<file path="src/rtl/dco_fll_ctrl.sv">
// Frequency-locked loop controller: binary-searches an 8-bit DCO code so the
// DCO edge count per reference window is the largest value not above target.
module dco_fll_ctrl #(
    parameter int CNT_W         = 12,
    parameter int WINDOW_CYCLES = 1024,
    parameter int SETTLE_CYCLES = 16,
    parameter int TOL           = 2
) (
    input  logic             clk,
    input  logic             reset,
    input  logic             start,
    input  logic [CNT_W-1:0] target_count,
    input  logic             dco_out,
    output logic [7:0]       dco_code,
    output logic             busy,
    output logic             done,
    output logic             locked,
    output logic [CNT_W-1:0] meas_count
);

    localparam int MAXC = (WINDOW_CYCLES > SETTLE_CYCLES) ? WINDOW_CYCLES : SETTLE_CYCLES;
    localparam int TW   = $clog2(MAXC) + 1;
    localparam logic [TW-1:0] SET_LAST = TW'(SETTLE_CYCLES - 1);
    localparam logic [TW-1:0] WIN_LAST = TW'(WINDOW_CYCLES - 1);

    typedef enum logic [2:0] {
        IDLE, SETTLE, MEASURE, DECIDE, FSETTLE, FMEASURE, FINISH
    } state_t;

    state_t            state;
    state_t            state_n;
    logic [TW-1:0]     timer;
    logic [CNT_W-1:0]  count;
    logic [CNT_W-1:0]  count_inc;
    logic [CNT_W-1:0]  target;
    logic [2:0]        idx;
    logic [7:0]        trial;
    logic              sync1, sync2, sync3;
    logic              rise;
    logic              measuring;
    logic              leaving;
    logic [CNT_W:0]    diff;
    logic [CNT_W:0]    mag;
    logic              within_tol;

    assign rise      = sync2 & ~sync3;
    assign measuring = (state == MEASURE) || (state == FMEASURE);
    assign leaving   = (state_n != state);
    assign count_inc = (rise && (count != '1)) ? count + CNT_W'(1) : count;

    assign diff       = {1'b0, count_inc} - {1'b0, target};
    assign mag        = diff[CNT_W] ? -diff : diff;
    assign within_tol = (mag <= (CNT_W+1)'(TOL));

    assign busy = (state != IDLE) && (state != FINISH);
    assign done = (state == FINISH);

    always_comb begin
        state_n = state;
        unique case (state)
            IDLE:     if (start) state_n = SETTLE;
            SETTLE:   if (timer == SET_LAST) state_n = MEASURE;
            MEASURE:  if (timer == WIN_LAST) state_n = DECIDE;
            DECIDE:   state_n = (idx == 3'd0) ? FSETTLE : SETTLE;
            FSETTLE:  if (timer == SET_LAST) state_n = FMEASURE;
            FMEASURE: if (timer == WIN_LAST) state_n = FINISH;
            FINISH:   state_n = IDLE;
            default:  state_n = IDLE;
        endcase
    end

    // Trial bit is dropped when the DCO ran too fast; next lower bit is tried.
    always_comb begin
        trial = dco_code;
        if (meas_count > target) trial[idx] = 1'b0;
        if (idx != 3'd0) trial[idx - 3'd1] = 1'b1;
    end

    always_ff @(posedge clk or posedge reset) begin
        if (reset) begin
            state <= IDLE;
        end else begin
            state <= state_n;
        end
    end

    always_ff @(posedge clk or posedge reset) begin
        if (reset) begin
            sync1 <= 1'b0;
            sync2 <= 1'b0;
            sync3 <= 1'b0;
        end else begin
            sync1 <= dco_out;
            sync2 <= sync1;
            sync3 <= sync2;
        end
    end

    always_ff @(posedge clk or posedge reset) begin
        if (reset) begin
            timer <= '0;
        end else if (leaving || state == IDLE) begin
            timer <= '0;
        end else begin
            timer <= timer + TW'(1);
        end
    end

    always_ff @(posedge clk or posedge reset) begin
        if (reset) begin
            count      <= '0;
            meas_count <= '0;
        end else begin
            if (leaving && (state_n == MEASURE || state_n == FMEASURE)) begin
                count <= '0;
            end else if (measuring) begin
                count <= count_inc;
            end
            if (measuring && leaving) begin
                meas_count <= count_inc;
            end
        end
    end

    always_ff @(posedge clk or posedge reset) begin
        if (reset) begin
            dco_code <= 8'h00;
            idx      <= 3'd0;
            target   <= '0;
            locked   <= 1'b0;
        end else begin
            unique case (state)
                IDLE: begin
                    if (start) begin
                        dco_code <= 8'h80;
                        idx      <= 3'd7;
                        target   <= target_count;
                        locked   <= 1'b0;
                    end
                end
                DECIDE: begin
                    dco_code <= trial;
                    if (idx != 3'd0) idx <= idx - 3'd1;
                end
                FMEASURE: begin
                    if (leaving) locked <= within_tol;
                end
                default: ;
            endcase
        end
    end

endmodule

</file>
<file path="config.mk">
export PLATFORM = sky130hd
export DESIGN_NAME = dco_fll_ctrl
export DESIGN_NICKNAME = d
export VERILOG_FILES = /design/src/rtl/dco_fll_ctrl.sv
export SDC_FILE = /design/constraint.sdc
export NUM_CORES = 1
export LEC_CHECK = 0
export CAP_MARGIN = 30
export CORE_MARGIN = 4
export CORE_UTILIZATION = 34
export CTS_BUF_LIST = sky130_fd_sc_hd__clkbuf_8
export DETAILED_ROUTE_END_ITERATION = 7
export SYNTH_ARGS = -nofsm -noshare
export SYNTH_HDL_FRONTEND = slang
export SYNTH_SLANG_ARGS = --single-unit
</file>
<file path="constraint.sdc">
create_clock -name clk -period 11 [get_ports clk]
set_input_delay 2.2 -clock clk [delete_from_list [all_inputs] [get_ports clk]]
set_output_delay 2.2 -clock clk [all_outputs]
set_load 0.05 [all_outputs]
</file>
==> impl_metrics.tcl, run 1 <==
set metrics [dict create \
    pwr-share-clk_pct 29.4 \
    place.port_buffers 38 \
    p_int_w 0.000406 \
    dpl.hpwl_microns 7620 \
    p_comb_share_pct 28.8 \
    die_area_sq_um 14300 \
    crit_buf_inv 1 \
    post-place-ws_ns 5.87 \
    first_pass_iters 4 \
    cts_root_buf "clkbuf_8" \
    antennaDiodeCount 0 \
    ys_types 62 \
    slew_violations 0 \
    synth_edf_count 0 \
    clk_pin_slew_ns 0.07 \
    seqPwrFrac_pct 41.9 \
    fmaxAchievable_mhz 194 \
    avgViaCountPerCell 5.08 \
    crit_chain "ha_1 -> nand3_1 -> nor4_1 -> a311oi_1 -> buf_2 -> and4_1 -> and3_1 -> nand3_1 -> xnor2_1 -> ha_1 -> nor2b_1 -> a221oi_1 -> o21ai_0 -> a311oi_1 -> o21ai_0 -> a22o_1 -> a221o_1 -> or4_1 -> o21ai_1" \
    gp_congestion 0.884 \
    slew_headroom_pct 44.8 \
    slowest_delay_ns 0.51 \
    stdcell_area_sq_um 4980 \
    finalPower_w 0.000621 \
    cap_viol_max_count 0 \
    netlist_area_sq_um 4250 \
    core-area_sq_um 12100 \
    crit_required_ns 11.29 \
    worst_slack_ns 5.84 \
    fillers 1262 \
    switching_share_pct 34.7 \
    syn_inst 471 \
    finalCritPeriodShare_pct 46.9 \
    final_cells 684 \
    path_class "reg -> reg" \
    num-nets-final 556 \
    rows 40 \
    crit_slowest_cell "or4_1" \
    rrSetupSlack_ns 5.84 \
    area_growth_pct 17.4 \
    cts_resized 0 \
    ios 39 \
    yosysSeqAreaShare_pct 38.3 \
    placed_area_sq_um 4800 \
    fin_tns_setup_ns 0 \
    ys.flop_type "dfrtp_1" \
    grt_pass1_vias 3524 \
    min_period_ns 5.16 \
    routed_wl_microns 9960 \
    end_kind "flop" \
    cts.sinks 65 \
    cts_hold_buf 0 \
    powerDensity_nw_per_um2 125 \
    cp_max_fo 9 \
    p_leak_nw 2.32 \
    grt.total_usage_pct 14.6 \
    drtIter0Drc 212 \
    grt_max_degree 66 \
    h-tree-depth 3 \
    finalHoldViolCount 0 \
    status "completed" \
    cts_buffers 9 \
    hold_path_depth 0 \
    grt_first_pass_wirelength_microns 16900 \
    wl_per_cell_microns 14.6 \
    grt_overflow_total 0 \
    dp.cells 667 \
    cp.arrival_ns 5.45 \
    reg2reg_depth 19 \
    ys_warn_count 0 \
    clk-insertion-delay-late_ns 0.37 \
    drive_above_1_share_pct 9.11 \
    finalClockSkew_ns 0.0165 \
    start_util_pct 35.1 \
    syn_avg_cell_area_sq_um 9.02 \
    cts_tree "done" \
    async_reset_ff_share_pct 100 \
    synth_seq_cells 65 \
    p_sw_w 0.000216 \
    cp-start-kind "flop" \
    worst_pin_slew_ns 0.829 \
    syn_nets 516 \
    hold_path_class "reg -> reg" \
    die-width_microns 120 \
    die_y_microns 120 \
    drc 0 \
    finalSetupViolCount 0 \
    critPathTopFamily "compound AO/OA/AOI/OAI gates" \
    ant_nets 0 \
    vias 3475 \
    antenna_found_initial 0 \
    ir_drop_mv 0.0702 \
    rsz0062_at_grt "false" \
    clockBufferDepth 2 \
    cts_setup_buffers 0 \
    crit_cells 19 \
]
-- final timing paths --
check | to | startpoint
max in group asynchronous | state[1]$_DFF_PP0_ | reset
worst max register to register | locked$_DFFE_PP0P_ | count[0]$_DFFE_PP0P_
worst max-delay path | locked$_DFFE_PP0P_ | count[0]$_DFFE_PP0P_
worst min register to register | sync2$_DFF_PP0_ | sync1$_DFF_PP0_
min in group asynchronous | count[10]$_DFFE_PP0P_ | reset
worst min-delay path | sync2$_DFF_PP0_ | sync1$_DFF_PP0_
-- cell usage after synthesis (4+ instances only) --
cell,count,area (sq um)
and3_1,7,43.8
o21a_1,6,45.0
nor3_1,16,80.1
nand2b_1,5,31.3
nor2b_1,7,43.8
a21o_1,6,45.0
and2_1,4,25.0
o21ai_0,23,115
nand3_1,14,70.1
xor2_1,16,140
clkbuf_1,11,41.3
inv_1,28,105
or2_2,4,25.0
xnor2_1,26,228
mux2_2,13,146
dfrtp_1,65,1630
mux2i_1,4,40.0
nand4_1,5,31.3
a21oi_1,19,95.1
nand2_1,48,180
nor2_1,55,206
ha_1,28,350
-- worst reg2reg max path, delay by kind of cell, from the launching register on --
family / cells / cell delay [ns]
and+or+nand+nor: 7 / 1.54
xor gates and xnor gates: 1 / 0.19
AOI/OAI and AO/OA: 8 / 1.99
DFF: 1 / 0.44
buffers and inverters: 1 / 0.27
adders and majority gates: 2 / 0.66
-- final cells by class --
cell class                 count  area [sq um]  share of cell area (%)
clock inverter                 7          48.8                   0.979
multi-input combinational    366          2470                    49.5
clock buffer                   9           124                    2.48
timing repair buffer          41           400                    8.03
sequential                    65          1630                    32.6
inverter                      28           105                    2.11
tap                          168           210                    4.22
-- metrics by stage --
stage	hold WS [ns]	utilization, %
2_1_floorplan	0.331	-
3_3_place_gp	0.334	39.6
3_5_place_dp	0.335	39.7
4_1_cts	0.352	41.1
5_1_grt	0.357	41.2
6_report	0.351	41.2
-- layer usage --
layer  vias to the layer above  GRT usage (%)  share of wire [%]
met5                         -              0                  0
met4                         0           6.44                2.3
met3                        18           3.30                3.2
met2                        57           22.8                 47
met1                      1662           19.4                 48
li1                       1738              -                  -
-- logic make-up (layout without fill, tap and decap cells) --
family	Yosys count	count (layout)	synth area share, %
adders and majority gates	29	29	8.72
and+or+nand+nor	183	183	20.9
xor gates and xnor gates	42	42	8.66
buffers and inverters	40	85	3.54
muxes	17	17	4.39
DFF	65	65	38.3
AOI/OAI and AO/OA	95	95	15.4
-- state kept, by name (all words and copies together), names as in the netlist --
| name | count |
|---|---|
| target | 12 |
| state | 3 |
| sync2 | 1 |
| locked | 1 |
| dco_code | 8 |
| idx | 3 |
| sync3 | 1 |
| meas_count | 12 |
| timer | 11 |
| count | 12 |
| sync1 | 1 |
-- power by group through the flow --
stage	logic [W]	clock network, W	registers [W]
CTS	0.000177	0.000190	0.000260
floorplan	0.000138	0	0.000262
global placement	0.000170	0	0.000264
finish	0.000179	0.000182	0.000260
global route	0.000196	0.000200	0.000262
detailed placement	0.000176	0	0.000265
-- layout by cell type, fill, tap and decap left out, types with 3 or more instances in the layout --
master	instances
dfrtp_1	65
nor2_1	55
nand2_1	48
clkdlybuf4s50_1	38
inv_1	28
ha_1	28
xnor2_1	26
o21ai_0	23
a21oi_1	19
nor3_1	16
xor2_1	16
nand3_1	14
mux2_2	13
clkbuf_8	9
nor2b_1	7
and3_1	7
o21a_1	6
a21o_1	6
nand4_1	5
nand2b_1	5
and2_1	4
or2_2	4
mux2i_1	4
a211oi_1	3
o22ai_1	3
a31oi_1	3
o211ai_1	3
and4_1	3
a31o_2	3
clkinvlp_4	3
Note: power is estimated with default switching activity, not from simulation.
==> run 2, diff against run 1 <==
clock period = 5.3 ns   (was 11 ns; I/O delays follow)
==> run 2 against run 1 <==
  * Clock skew down 0.0046 ns
  * Critical endpoint unchanged
  * Sequential power up 110%
  * Largest power group unchanged
  * Final cell count up 0.15%
  * Clock-buffer cell count unchanged
  * Setup slack worse by 5.5 ns
  * Non-clock buffer count up 1
  * Clock power up 130%
  * Global-route usage up 0.16 points
  * Maximum frequency up 4.1%
==> impl_metrics.tcl, run 2 (synthesized netlist as in run 1, its figures left out) <==
set metrics [dict create \
    worst_pin_slew_ns 0.963 \
    end_kind "flop" \
    dpl.hpwl_microns 7770 \
    fin_tns_setup_ns 0 \
    hold_path_class "reg -> reg" \
    p_leak_nw 2.36 \
    rsz0062_at_grt "false" \
    drtIter0Drc 157 \
    die_area_sq_um 14300 \
    multi_input_area_sq_um 2480 \
    grt_overflow_total 0 \
    core-area_sq_um 12100 \
    finalClockSkew_ns 0.0120 \
    drive_above_1_share_pct 9.28 \
    die-width_microns 120 \
    h-tree-depth 3 \
    fillers 1247 \
    powerDensity_nw_per_um2 262 \
    cts_hold_buf 0 \
    first_pass_iters 4 \
    ant_nets 0 \
    finalSetupViolCount 0 \
    mostFrequentLayoutCell "dfrtp_1" \
    status "completed" \
    cts_buffers 9 \
    final_util_pct 41.4 \
    cp.arrival_ns 5.25 \
    grt_first_pass_wirelength_microns 17000 \
    slew_headroom_pct 35.5 \
    cap_viol_max_count 0 \
    cts_tree "done" \
    cts_root_buf "clkbuf_8" \
    cts.sinks 65 \
    reg_top3 "count: 12 flops, meas_count: 12 flops, target: 12 flops" \
    place.port_buffers 38 \
    crit_required_ns 5.60 \
    gp_congestion 0.895 \
    layout_common_cells "dfrtp_1 (65), nor2_1 (55), nand2_1 (48), clkdlybuf4s50_1 (38), inv_1 (29)" \
    rrSetupSlack_ns 0.34 \
    ios 39 \
    cp_max_fo 10 \
    clk_pin_slew_ns 0.08 \
    fmaxAchievable_mhz 202 \
    start_util_pct 35.1 \
    dp.cells 669 \
    rows 40 \
    antennaDiodeCount 0 \
    path_class "reg -> reg" \
    holdWs_ns 0.355 \
    min_period_ns 4.96 \
    avgViaCountPerCell 5.13 \
    slew_violations 0 \
    grt_max_degree 41 \
    grt_pass1_vias 3427 \
    seq_area_sq_um 1630 \
    drc 0 \
    clockBufferDepth 2 \
    num-nets-final 557 \
    final_cells 685 \
    wl_per_cell_microns 14.6 \
    ir_drop_mv 0.147 \
    finalCritPeriodShare_pct 93.6 \
    area_growth_pct 18.1 \
    clk-insertion-delay-late_ns 0.36 \
    cp-start-kind "flop" \
    die_y_microns 120 \
    vias 3516 \
    finalHoldViolCount 0 \
    antenna_found_initial 0 \
    finalPower_w 0.00131 \
    routed_wl_microns 10000 \
    grt.total_usage_pct 14.8 \
]
run 2: cell count changes in the layout (fill, tap and decap cells not counted), sizes merged:
cell / delta
buf: +1
clkinvlp: -2
bufinv: +1
inv: +1
run 2: cell type report:
cell class              count  area share [%]
clock buffers               9            2.47
clock inverters             7            1.27
inverters                  28            2.10
multi-input cells         366            49.4
flip-flops and latches     65            32.4
well taps                 168            4.19
repair buffers             42            8.18
run 2: worst paths after layout:
kind                                           start                         end  cells after the start
worst max register to register  count[0]$_DFFE_PP0P_          locked$_DFFE_PP0P_                     16
worst max-delay path            count[0]$_DFFE_PP0P_          locked$_DFFE_PP0P_                     16
worst min-delay path                 sync1$_DFF_PP0_             sync2$_DFF_PP0_                      0
worst min register to register       sync1$_DFF_PP0_             sync2$_DFF_PP0_                      0
max in group asynchronous                      reset       target[3]$_DFFE_PP0P_                      3
min in group asynchronous                      reset  meas_count[10]$_DFFE_PP0P_                      2
run 2: power by group:
part / total [W] / internal [W] / switching (W)
clock network: 0.000413 / 0.000213 / 0.000200
registers: 0.000541 / 0.000514 / 0.0000268
logic: 0.000360 / 0.000158 / 0.000201
total: 0.00131 / 0.000886 / 0.000428
run 2: stage by stage:
step | area (sq um) | worst slack [ns]
6_report | 5020 | 0.341
3_5_place_dp | 4820 | 0.385
5_1_grt | 5020 | 0.00237
3_3_place_gp | 4820 | 0.474
4_1_cts | 5010 | 0.349
2_1_floorplan | 4250 | 0.246
run 2: metal layers:
layer / routed length (microns) / global-route usage, % / vias up
met5: 0 / 0 / -
met3: 408 / 4.01 / 15
met4: 195 / 5.44 / 0
met2: 4660 / 22.8 / 67
li1: - / - / 1742
met1: 4750 / 19.9 / 1692
run 2: what timing repair did:
action	CTS	global route
buffers inserted	0	0
setup endpoints to repair	0	1
gates resized for setup	0	1
run 2: worst max-delay path: stages, from the launching register on:
cell and delay (ns):
dfrtp_1 0.45, ha_1 0.27, nand3_1 0.15, nor4_1 0.08, a311oi_1 0.26, buf_4 0.21, mux2_2 0.40, ha_1 0.33
nor2b_4 0.15, o2111a_2 0.28, or4_4 0.51, a2111oi_4 0.43, nand2b_2 0.12, a211o_1 0.30, a221o_1 0.33, or4_1 0.51
o21ai_1 0.12
